==> src/rtl/counter8_driver.sv <==
// Command-side master for counter8: load a start value, count up/down for a
// programmed number of cycles, then park. Optional checker: COUNTER8_DRIVER_CHECK_EN.
module counter8_driver #(
    parameter int WIDTH = 8
) (
    input  logic             clk,
    input  logic             reset,
    input  logic             start,
    input  logic             dir,
    input  logic [WIDTH-1:0] din,
    input  logic [WIDTH-1:0] steps,
`ifdef COUNTER8_DRIVER_CHECK_EN
    input  logic [WIDTH-1:0] cnt_q,
    output logic             err,
`endif
    output logic             load,
    output logic             inc,
    output logic [WIDTH-1:0] d_out,
    output logic             busy,
    output logic             done,
    output logic [WIDTH-1:0] exp_q
);

    localparam logic [1:0] IDLE = 2'b00;
    localparam logic [1:0] LOAD = 2'b01;
    localparam logic [1:0] RUN  = 2'b10;
    localparam logic [1:0] DONE = 2'b11;

    logic [1:0]       state_reg, state_next;
    logic [WIDTH-1:0] exp_q_reg, exp_q_next;
    logic [WIDTH-1:0] remaining_reg, remaining_next;
    logic [WIDTH-1:0] din_l_reg, din_l_next;
    logic [WIDTH-1:0] steps_l_reg, steps_l_next;
    logic             dir_l_reg, dir_l_next;

    logic             load_reg, load_next;
    logic             inc_reg, inc_next;
    logic [WIDTH-1:0] d_out_reg, d_out_next;
    logic             busy_reg, busy_next;
    logic             done_reg, done_next;

    always_comb begin
        state_next     = state_reg;
        exp_q_next     = exp_q_reg;
        remaining_next = remaining_reg;
        din_l_next     = din_l_reg;
        steps_l_next   = steps_l_reg;
        dir_l_next     = dir_l_reg;
        case (state_reg)
            IDLE: begin
                if (start) begin
                    din_l_next   = din;
                    steps_l_next = steps;
                    dir_l_next   = dir;
                    state_next   = LOAD;
                end
            end
            LOAD: begin
                exp_q_next     = din_l_reg;
                remaining_next = steps_l_reg;
                state_next     = (steps_l_reg != '0) ? RUN : DONE;
            end
            RUN: begin
                exp_q_next     = dir_l_reg ? exp_q_reg + WIDTH'(1) : exp_q_reg - WIDTH'(1);
                remaining_next = remaining_reg - WIDTH'(1);
                if (remaining_reg == WIDTH'(1)) begin
                    state_next = DONE;
                end
            end
            default: begin
                state_next = IDLE;
            end
        endcase
    end

    // Outputs are precomputed from the next state so they are plain flops that
    // show exactly what the current state demands of the counter.
    always_comb begin
        load_next  = (state_next != RUN);
        inc_next   = (state_next == RUN) && dir_l_next;
        d_out_next = (state_next == LOAD) ? din_l_next : exp_q_next;
        busy_next  = (state_next == LOAD) || (state_next == RUN);
        done_next  = (state_next == DONE);
    end

    always_ff @(posedge clk) begin
        if (reset) begin
            state_reg     <= IDLE;
            exp_q_reg     <= '0;
            remaining_reg <= '0;
            din_l_reg     <= '0;
            steps_l_reg   <= '0;
            dir_l_reg     <= 1'b0;
            load_reg      <= 1'b1;
            inc_reg       <= 1'b0;
            d_out_reg     <= '0;
            busy_reg      <= 1'b0;
            done_reg      <= 1'b0;
        end else begin
            state_reg     <= state_next;
            exp_q_reg     <= exp_q_next;
            remaining_reg <= remaining_next;
            din_l_reg     <= din_l_next;
            steps_l_reg   <= steps_l_next;
            dir_l_reg     <= dir_l_next;
            load_reg      <= load_next;
            inc_reg       <= inc_next;
            d_out_reg     <= d_out_next;
            busy_reg      <= busy_next;
            done_reg      <= done_next;
        end
    end

    assign load  = load_reg;
    assign inc   = inc_reg;
    assign d_out = d_out_reg;
    assign busy  = busy_reg;
    assign done  = done_reg;
    assign exp_q = exp_q_reg;

`ifdef COUNTER8_DRIVER_CHECK_EN
    // The counter updates on the same edge as exp_q, so both are compared as-is.
    logic arm_reg;
    logic err_reg;

    always_ff @(posedge clk) begin
        if (reset) begin
            arm_reg <= 1'b0;
            err_reg <= 1'b0;
        end else begin
            arm_reg <= 1'b1;
            if (arm_reg && (cnt_q != exp_q_reg)) begin
                err_reg <= 1'b1;
            end
        end
    end

    assign err = err_reg;
`endif

endmodule

==> config.mk <==
export PLATFORM = sky130hd
export DESIGN_NAME = counter8_driver
export DESIGN_NICKNAME = d
export VERILOG_FILES = /design/src/rtl/counter8_driver.sv
export SDC_FILE = /design/constraint.sdc
export NUM_CORES = 1
export LEC_CHECK = 0
export CORE_MARGIN = 3
export CORE_UTILIZATION = 45
export CTS_CLUSTER_SIZE = 24
export DETAILED_ROUTE_END_ITERATION = 6
export MAX_ROUTING_LAYER = met4
export PLACE_DENSITY = 0.72
export SLEW_MARGIN = 20
export SYNTH_ARGS = -nofsm -noshare
export SYNTH_HDL_FRONTEND = slang
export SYNTH_SLANG_ARGS = --single-unit
==> constraint.sdc <==
create_clock -name clk -period 3.1 [get_ports clk]
set_clock_uncertainty 0.2 [all_clocks]
set_input_delay 0.775 -clock clk [delete_from_list [all_inputs] [get_ports clk]]
set_output_delay 0.775 -clock clk [all_outputs]
set_load 0.02 [all_outputs]
== Word-level counts from Yosys, hierarchy flattened ==
Cells that the tools add are included.

* Bits of input ports: 20
* Flip-flop bits (word level): 47
* Output and inout bits: 20

* Mux-type cells: 12
* Equality and inequality tests: 7
* Reductions and logical operators: 6
* Add/sub/neg operators: 3

{| class="wikitable"
|+ Operators with widths
! operator !! number
|-
| 8-bit 2-to-1 mux || 4
|-
| 8-bit one-hot mux with 2 select lines || 2
|-
| 8-bit by 1-bit subtractor with 8-bit output (second input constant) || 2
|-
| 8-bit by 1-bit adder with 8-bit output (second input constant) || 1
|-
| 8-bit by 1-bit == test with 1-bit output (second input constant) || 1
|-
| 8-bit nonzero test || 1
|-
| 2-bit == test (second input constant) || 3
|-
| 2-bit one-hot mux with 3 select lines || 1
|-
| 2-bit by 1-bit == test with 1-bit output (second input constant) || 2
|-
| 2-bit 2-to-1 mux || 2
|-
| 1-bit 2-to-1 mux || 3
|-
| 2-bit zero test || 1
|-
| 2-bit inequality test (second input constant) || 1
|-
| 2-bit AND reduction || 1
|-
| 2-bit nonzero test || 1
|-
| 1-bit logical AND || 1
|-
| 1-bit logical OR || 1
|}

== Logic depth before layout (Yosys ltp) ==
* Depth after elaboration: 5
* Mapped depth: 12
* Mapped depth without buffers: 11

== Least setup slack after synthesis ==
OpenSTA, ideal clock, no wires.

* Path type: register to register
* From: reg state_reg[0]
* To: reg d_out_reg[5], in the netlist d_out[5]
* Arrival: 2.214 ns
* Path buffers: 2
* Stages on the path, launching flop included: 12
* Required time: 2.809 ns
* Path slack: 0.595 ns
* Cells stage by stage: dfxtp_1 inv_1 ha_1 clkbuf_8 clkbuf_8 o21ai_0 a31o_2 inv_1 ha_1 inv_1 mux2_2 a311oi_1

* Word-level cells in the longest chain between the ends: 4
* Elaborated cells between the ends (all ways): 10
* Those cells by class: eq/ne: 3; mux: 6; reduce/logical: 1

{| class="wikitable"
|+ RTL lines
! what !! RTL line !! text
|-
| from (decl) || 29 || <nowiki>logic [1:0] state_reg, state_next;</nowiki>
|-
| from (signal assigned) || 100 || <nowiki>state_reg <= state_next;</nowiki>
|-
| 2-bit == test, or another cell as far along || 49 || <nowiki>case (state_reg)</nowiki>
|-
| 2-bit one-hot mux with 3 select lines (*) || 49 ||
|-
| via state_next[0] || 29 ||
|-
| 2-bit by 1-bit == test with 1-bit output (*) || 81 || <nowiki>d_out_next = (state_next == LOAD) ? din_l_next : exp_q_next;</nowiki>
|-
| 8-bit 2-to-1 mux (*) || 81 ||
|-
| to (signal assigned) || 108 || <nowiki>d_out_reg <= d_out_next;</nowiki>
|-
| to (decl) || 38 || <nowiki>logic [WIDTH-1:0] d_out_reg, d_out_next;</nowiki>
|}

The timed path passes the listed nets; every way through them passes the cells marked *.
A chain may end at the register's enable or synchronous reset.

== Worst setup path in the final report ==
* From: in start
* To: reg d_out_reg[5], in the netlist d_out[5]

* Word-level cells in the longest chain between the ends: 4
* Elaborated cells between the ends (all ways): 6
* Those cells by class: eq/ne: 1; mux: 5

{| class="wikitable"
|+ RTL lines
! what !! RTL line !! text
|-
| from (decl) || 8 || <nowiki>input logic start,</nowiki>
|-
| 2-bit 2-to-1 mux || 51 || <nowiki>if (start) begin</nowiki>
|-
| 2-bit one-hot mux with 3 select lines || 49 ||
|-
| via state_next[0] || 29 ||
|-
| 2-bit by 1-bit == test with 1-bit output || 81 ||
|-
| 8-bit 2-to-1 mux || 81 ||
|}

The timed path passes the listed nets, and every way through them passes these cells.

==> results <==
- Relative to the synthesized area, the layout overhead comes to 23.6%.
- The transition time at the pin with the least slew margin is between 0.4 and 0.5 ns.
- The die covers about 6300 um^2.
- For the worst flop-to-flop path, the logic depth is 8.
- The number of levels in the clock H-tree is 2.
- Of the total power, the share spent switching nets is 42.2%.
- The netlist area before placement is roughly 2400 um^2.
- The top cell types in the final layout, fill and taps aside, are dfxtp_1, clkdlybuf4s50_1, nand2_1.
- The routed design has between 5000 and 6000 um of wire.
- Counting tap cells, the placed design contains a total of roughly 390 instances.
- The path type of the worst setup path is in2reg.
- Of the post-synthesis cell area, the dominant cell type holds about two fifths.
- The worst-case IR drop observed on VDD is between 0.3 and 0.4 mV.
- The cell taking the most area after synthesis is dfxtp_1.
- The number of rows in the core area is 26.
- For this run, the number of standard cells in the final layout without fillers is about 400.
- The design draws about 3.3 mW.
- The element type at the critical path start is an input pin.
- The flip-flop and latch count after synthesis is between 40 and 50.
- TritonCTS built the clock tree.
- The fraction of power consumed by combinational cells is between 50% and 60%.
- The proportion of power drawn by flip-flops and latches is between 20% and 30%.
- For this run, design rule violations remaining after detail routing come to 0.
- The initial DRC count is around 160.
- The post-cts resize count is 0.
- The library cell used most frequently in the layout, excluding fill and tap cells, is dfxtp_1.
- The number of antenna cells inserted is 0.
- Based on the critical path, the design can be clocked at up to ~400 MHz.
- Each instance of the synthesized netlist takes up on average between 8 and 9 um^2.
- The number of hold violations in the final report is 0.
- At the end of routability-driven placement, the weighted congestion stood at 0.839.
- The power density of the placed cells is 1090 nW/um^2.
- The overall die height is between 70 and 80 um.
- Data on the critical path is required at its endpoint by between 3 and 4 ns.
- The global-route wire length before repair is between 9000 and 10000 um.
- The total global routing track utilization is a little under a fifth.
- The net count after synthesis is between 300 and 400.
- The clock sink count is between 40 and 50.
- Port buffering added 39 buffers.
- For this design, the CTS-stage hold fixing added 0 buffers.
- Synthesis produced between 200 and 300 cells.
- Counting along the longest clock path gives a buffer depth of 2.
- The number of global-route vias before repair is around 2000.
- The total grt overflow is 0.
- The number of pins with negative max-slew slack in the final report is 0.
- Dividing the detail-routed via count by the number of cells gives between 5 and 6.
- The path class of the tightest hold or removal check is reg2reg.
- After synthesis, the cell types taking the most area are dfxtp_1, ha_1, a21oi_1.
- The core box area is roughly 5000 um^2.
- The initial utilization of the core area, before any placement, comes to between 40% and 50%.
- For this run, the leading register cell type out of synthesis is dfxtp_1.
- Cell internal power was estimated by the tool at around 1.9 mW.
- The critical-path maximum fanout is 4.
- Setup repair after global routing left no endpoint under its margin.
- The count of nets left with antenna violations after detail routing is 0.
- The share of total power dissipated in the clock network is between 10% and 20%.
- The clock-pin slew of the registers on the worst-case setup and hold paths is ~0.09 ns.
- The worst max-slew margin expressed relative to the limit is 70.1%.
- In this run the count of I/O pins placed on the die edge is 40.
- The count of TritonRoute iterations in the first routing pass is 4.
- The net switching power figure is between 1 and 1.5 mW.
- Setup violations remaining at the end of the flow were counted as 0.
- The wire-length estimate of the detail-placed layout is roughly 4000 um.
- At the end of the flow the core is filled with cells to between 50% and 60%.
- The async set-or-reset flop fraction in the synthesized netlist is 0%.
- For this run, the register share of the synthesized area comes to around two fifths.
- The worst-case register-to-register setup slack is just under 0.6 ns.
- The distinct cell type count after synthesis is 51.
- The number of synthesized flops with an enable pin is 0.
- The clock latency at the later pin of the worst-skew pair is approximately 0.3 ns.
- The max-cap check violation count is 0.
- Entering global routing, the biggest net connects 27 pins.
- Adding up every negative setup slack in the final design gives 0 ns.
- The number of warnings reported in the yosys synthesis log is 0.
- After detailed routing, the average wire length per cell comes to 13.7 um.
- The post-route netlist has under 10% of its cells at a drive strength greater than 1.
- The final-stage net count is roughly 360.
- The number of instances on the worst hold path is 2.
- The final critical path takes up 82.5% of the cycle.
- The number of setup buffers added after CTS is 0.
- The worst setup path is captured at a flip-flop.
- TritonCTS created 5 clock buffers.
- The run finished with clean final reports.
- The reported leakage power is 1.17 nW.
- Clock tree synthesis selected as its root buffer the cell clkbuf_8.
- The number of antenna violations at the first check in global routing is 0.
- The die is 79.3 um wide.
- For this block, the via count after detailed routing is 2141.
- The smallest clock period supported by the final layout is computed as ~2.6 ns.
- The arrival time at the worst endpoint is between 2 and 3 ns.
- The fill cell instance count of the final layout is 509.
[path summary, 6_finish.rpt]
kind,end,from
setup / recovery,d_out[5]$_SDFF_PP0_,start
setup reg to reg,d_out[5]$_SDFF_PP0_,state_reg[0]$_SDFF_PP0_
hold reg to reg,steps_l_reg[3]$_SDFFE_PP0P_,steps_l_reg[3]$_SDFFE_PP0P_
hold / removal,steps_l_reg[3]$_SDFFE_PP0P_,steps_l_reg[3]$_SDFFE_PP0P_
[through the flow]
step	setup WS (ns)	area [um^2]	hold slack, ns
4_1_cts	0.544	2990	0.287
5_1_grt	0.376	2990	0.319
2_1_floorplan	0.595	2410	0.241
6_report	0.542	2990	0.285
3_5_place_dp	0.235	2850	0.274
3_3_place_gp	0.301	2850	0.264
[layout make-up]
class / instances / area, um^2 / share of cell area (%)
multi-input cells: 210 / 1310 / 44.0
flip-flops and latches: 47 / 941 / 31.5
repair buffers: 48 / 458 / 15.3
well taps: 70 / 87.6 / 2.93
clock buffers: 6 / 72.6 / 2.43
clock inverters: 2 / 60.1 / 2.01
inverters: 14 / 52.6 / 1.76
[per-layer routing]
metal	global-route usage (%)	routed length (um)	share of wire (%)
met5	-	0	0
met4	5.84	71	1.3
met1	25.0	2700	49
met3	4.76	289	5.3
met2	28.8	2390	44
[synthesized netlist by cell type (4+ instances only)]
cell	instances
a211oi_1	5
a21oi_1	36
clkbuf_1	7
clkbuf_8	4
dfxtp_1	47
ha_1	15
inv_1	14
mux2i_1	9
nand2_1	37
nand3_1	6
nor2_1	32
nor2b_1	4
nor3_1	4
o21ai_0	12
[power groups by stage]
stage	clock (mW)	sequential, mW	combinational [mW]
6_report	0.522	0.896	1.84
5_1_grt	0.562	0.917	2.04
4_1_cts	0.533	0.895	1.83
3_5_place_dp	0	0.908	1.82
3_3_place_gp	0	0.904	1.79
2_1_floorplan	0	0.984	1.25
[cell families after synthesis]
logic type | count (synthesis) | synth area share (%)
adders and majority gates | 16 | 8.60
DFF | 47 | 39.0
and+or+nand+nor | 100 | 18.8
muxes | 11 | 4.66
buffers and inverters | 29 | 6.63
AOI/OAI and AO/OA | 80 | 21.2
xor gates and xnor gates | 3 | 1.09
[worst max-delay path, stage by stage]
cell,delay [ns]
clkdlybuf4s50_1,0.44
o21ai_0,0.19
a31o_2,0.21
inv_1,0.06
ha_1,0.20
inv_1,0.13
mux2_2,0.35
a311oi_1,0.22
No activity file was read; power rests on OpenSTA's default activity.
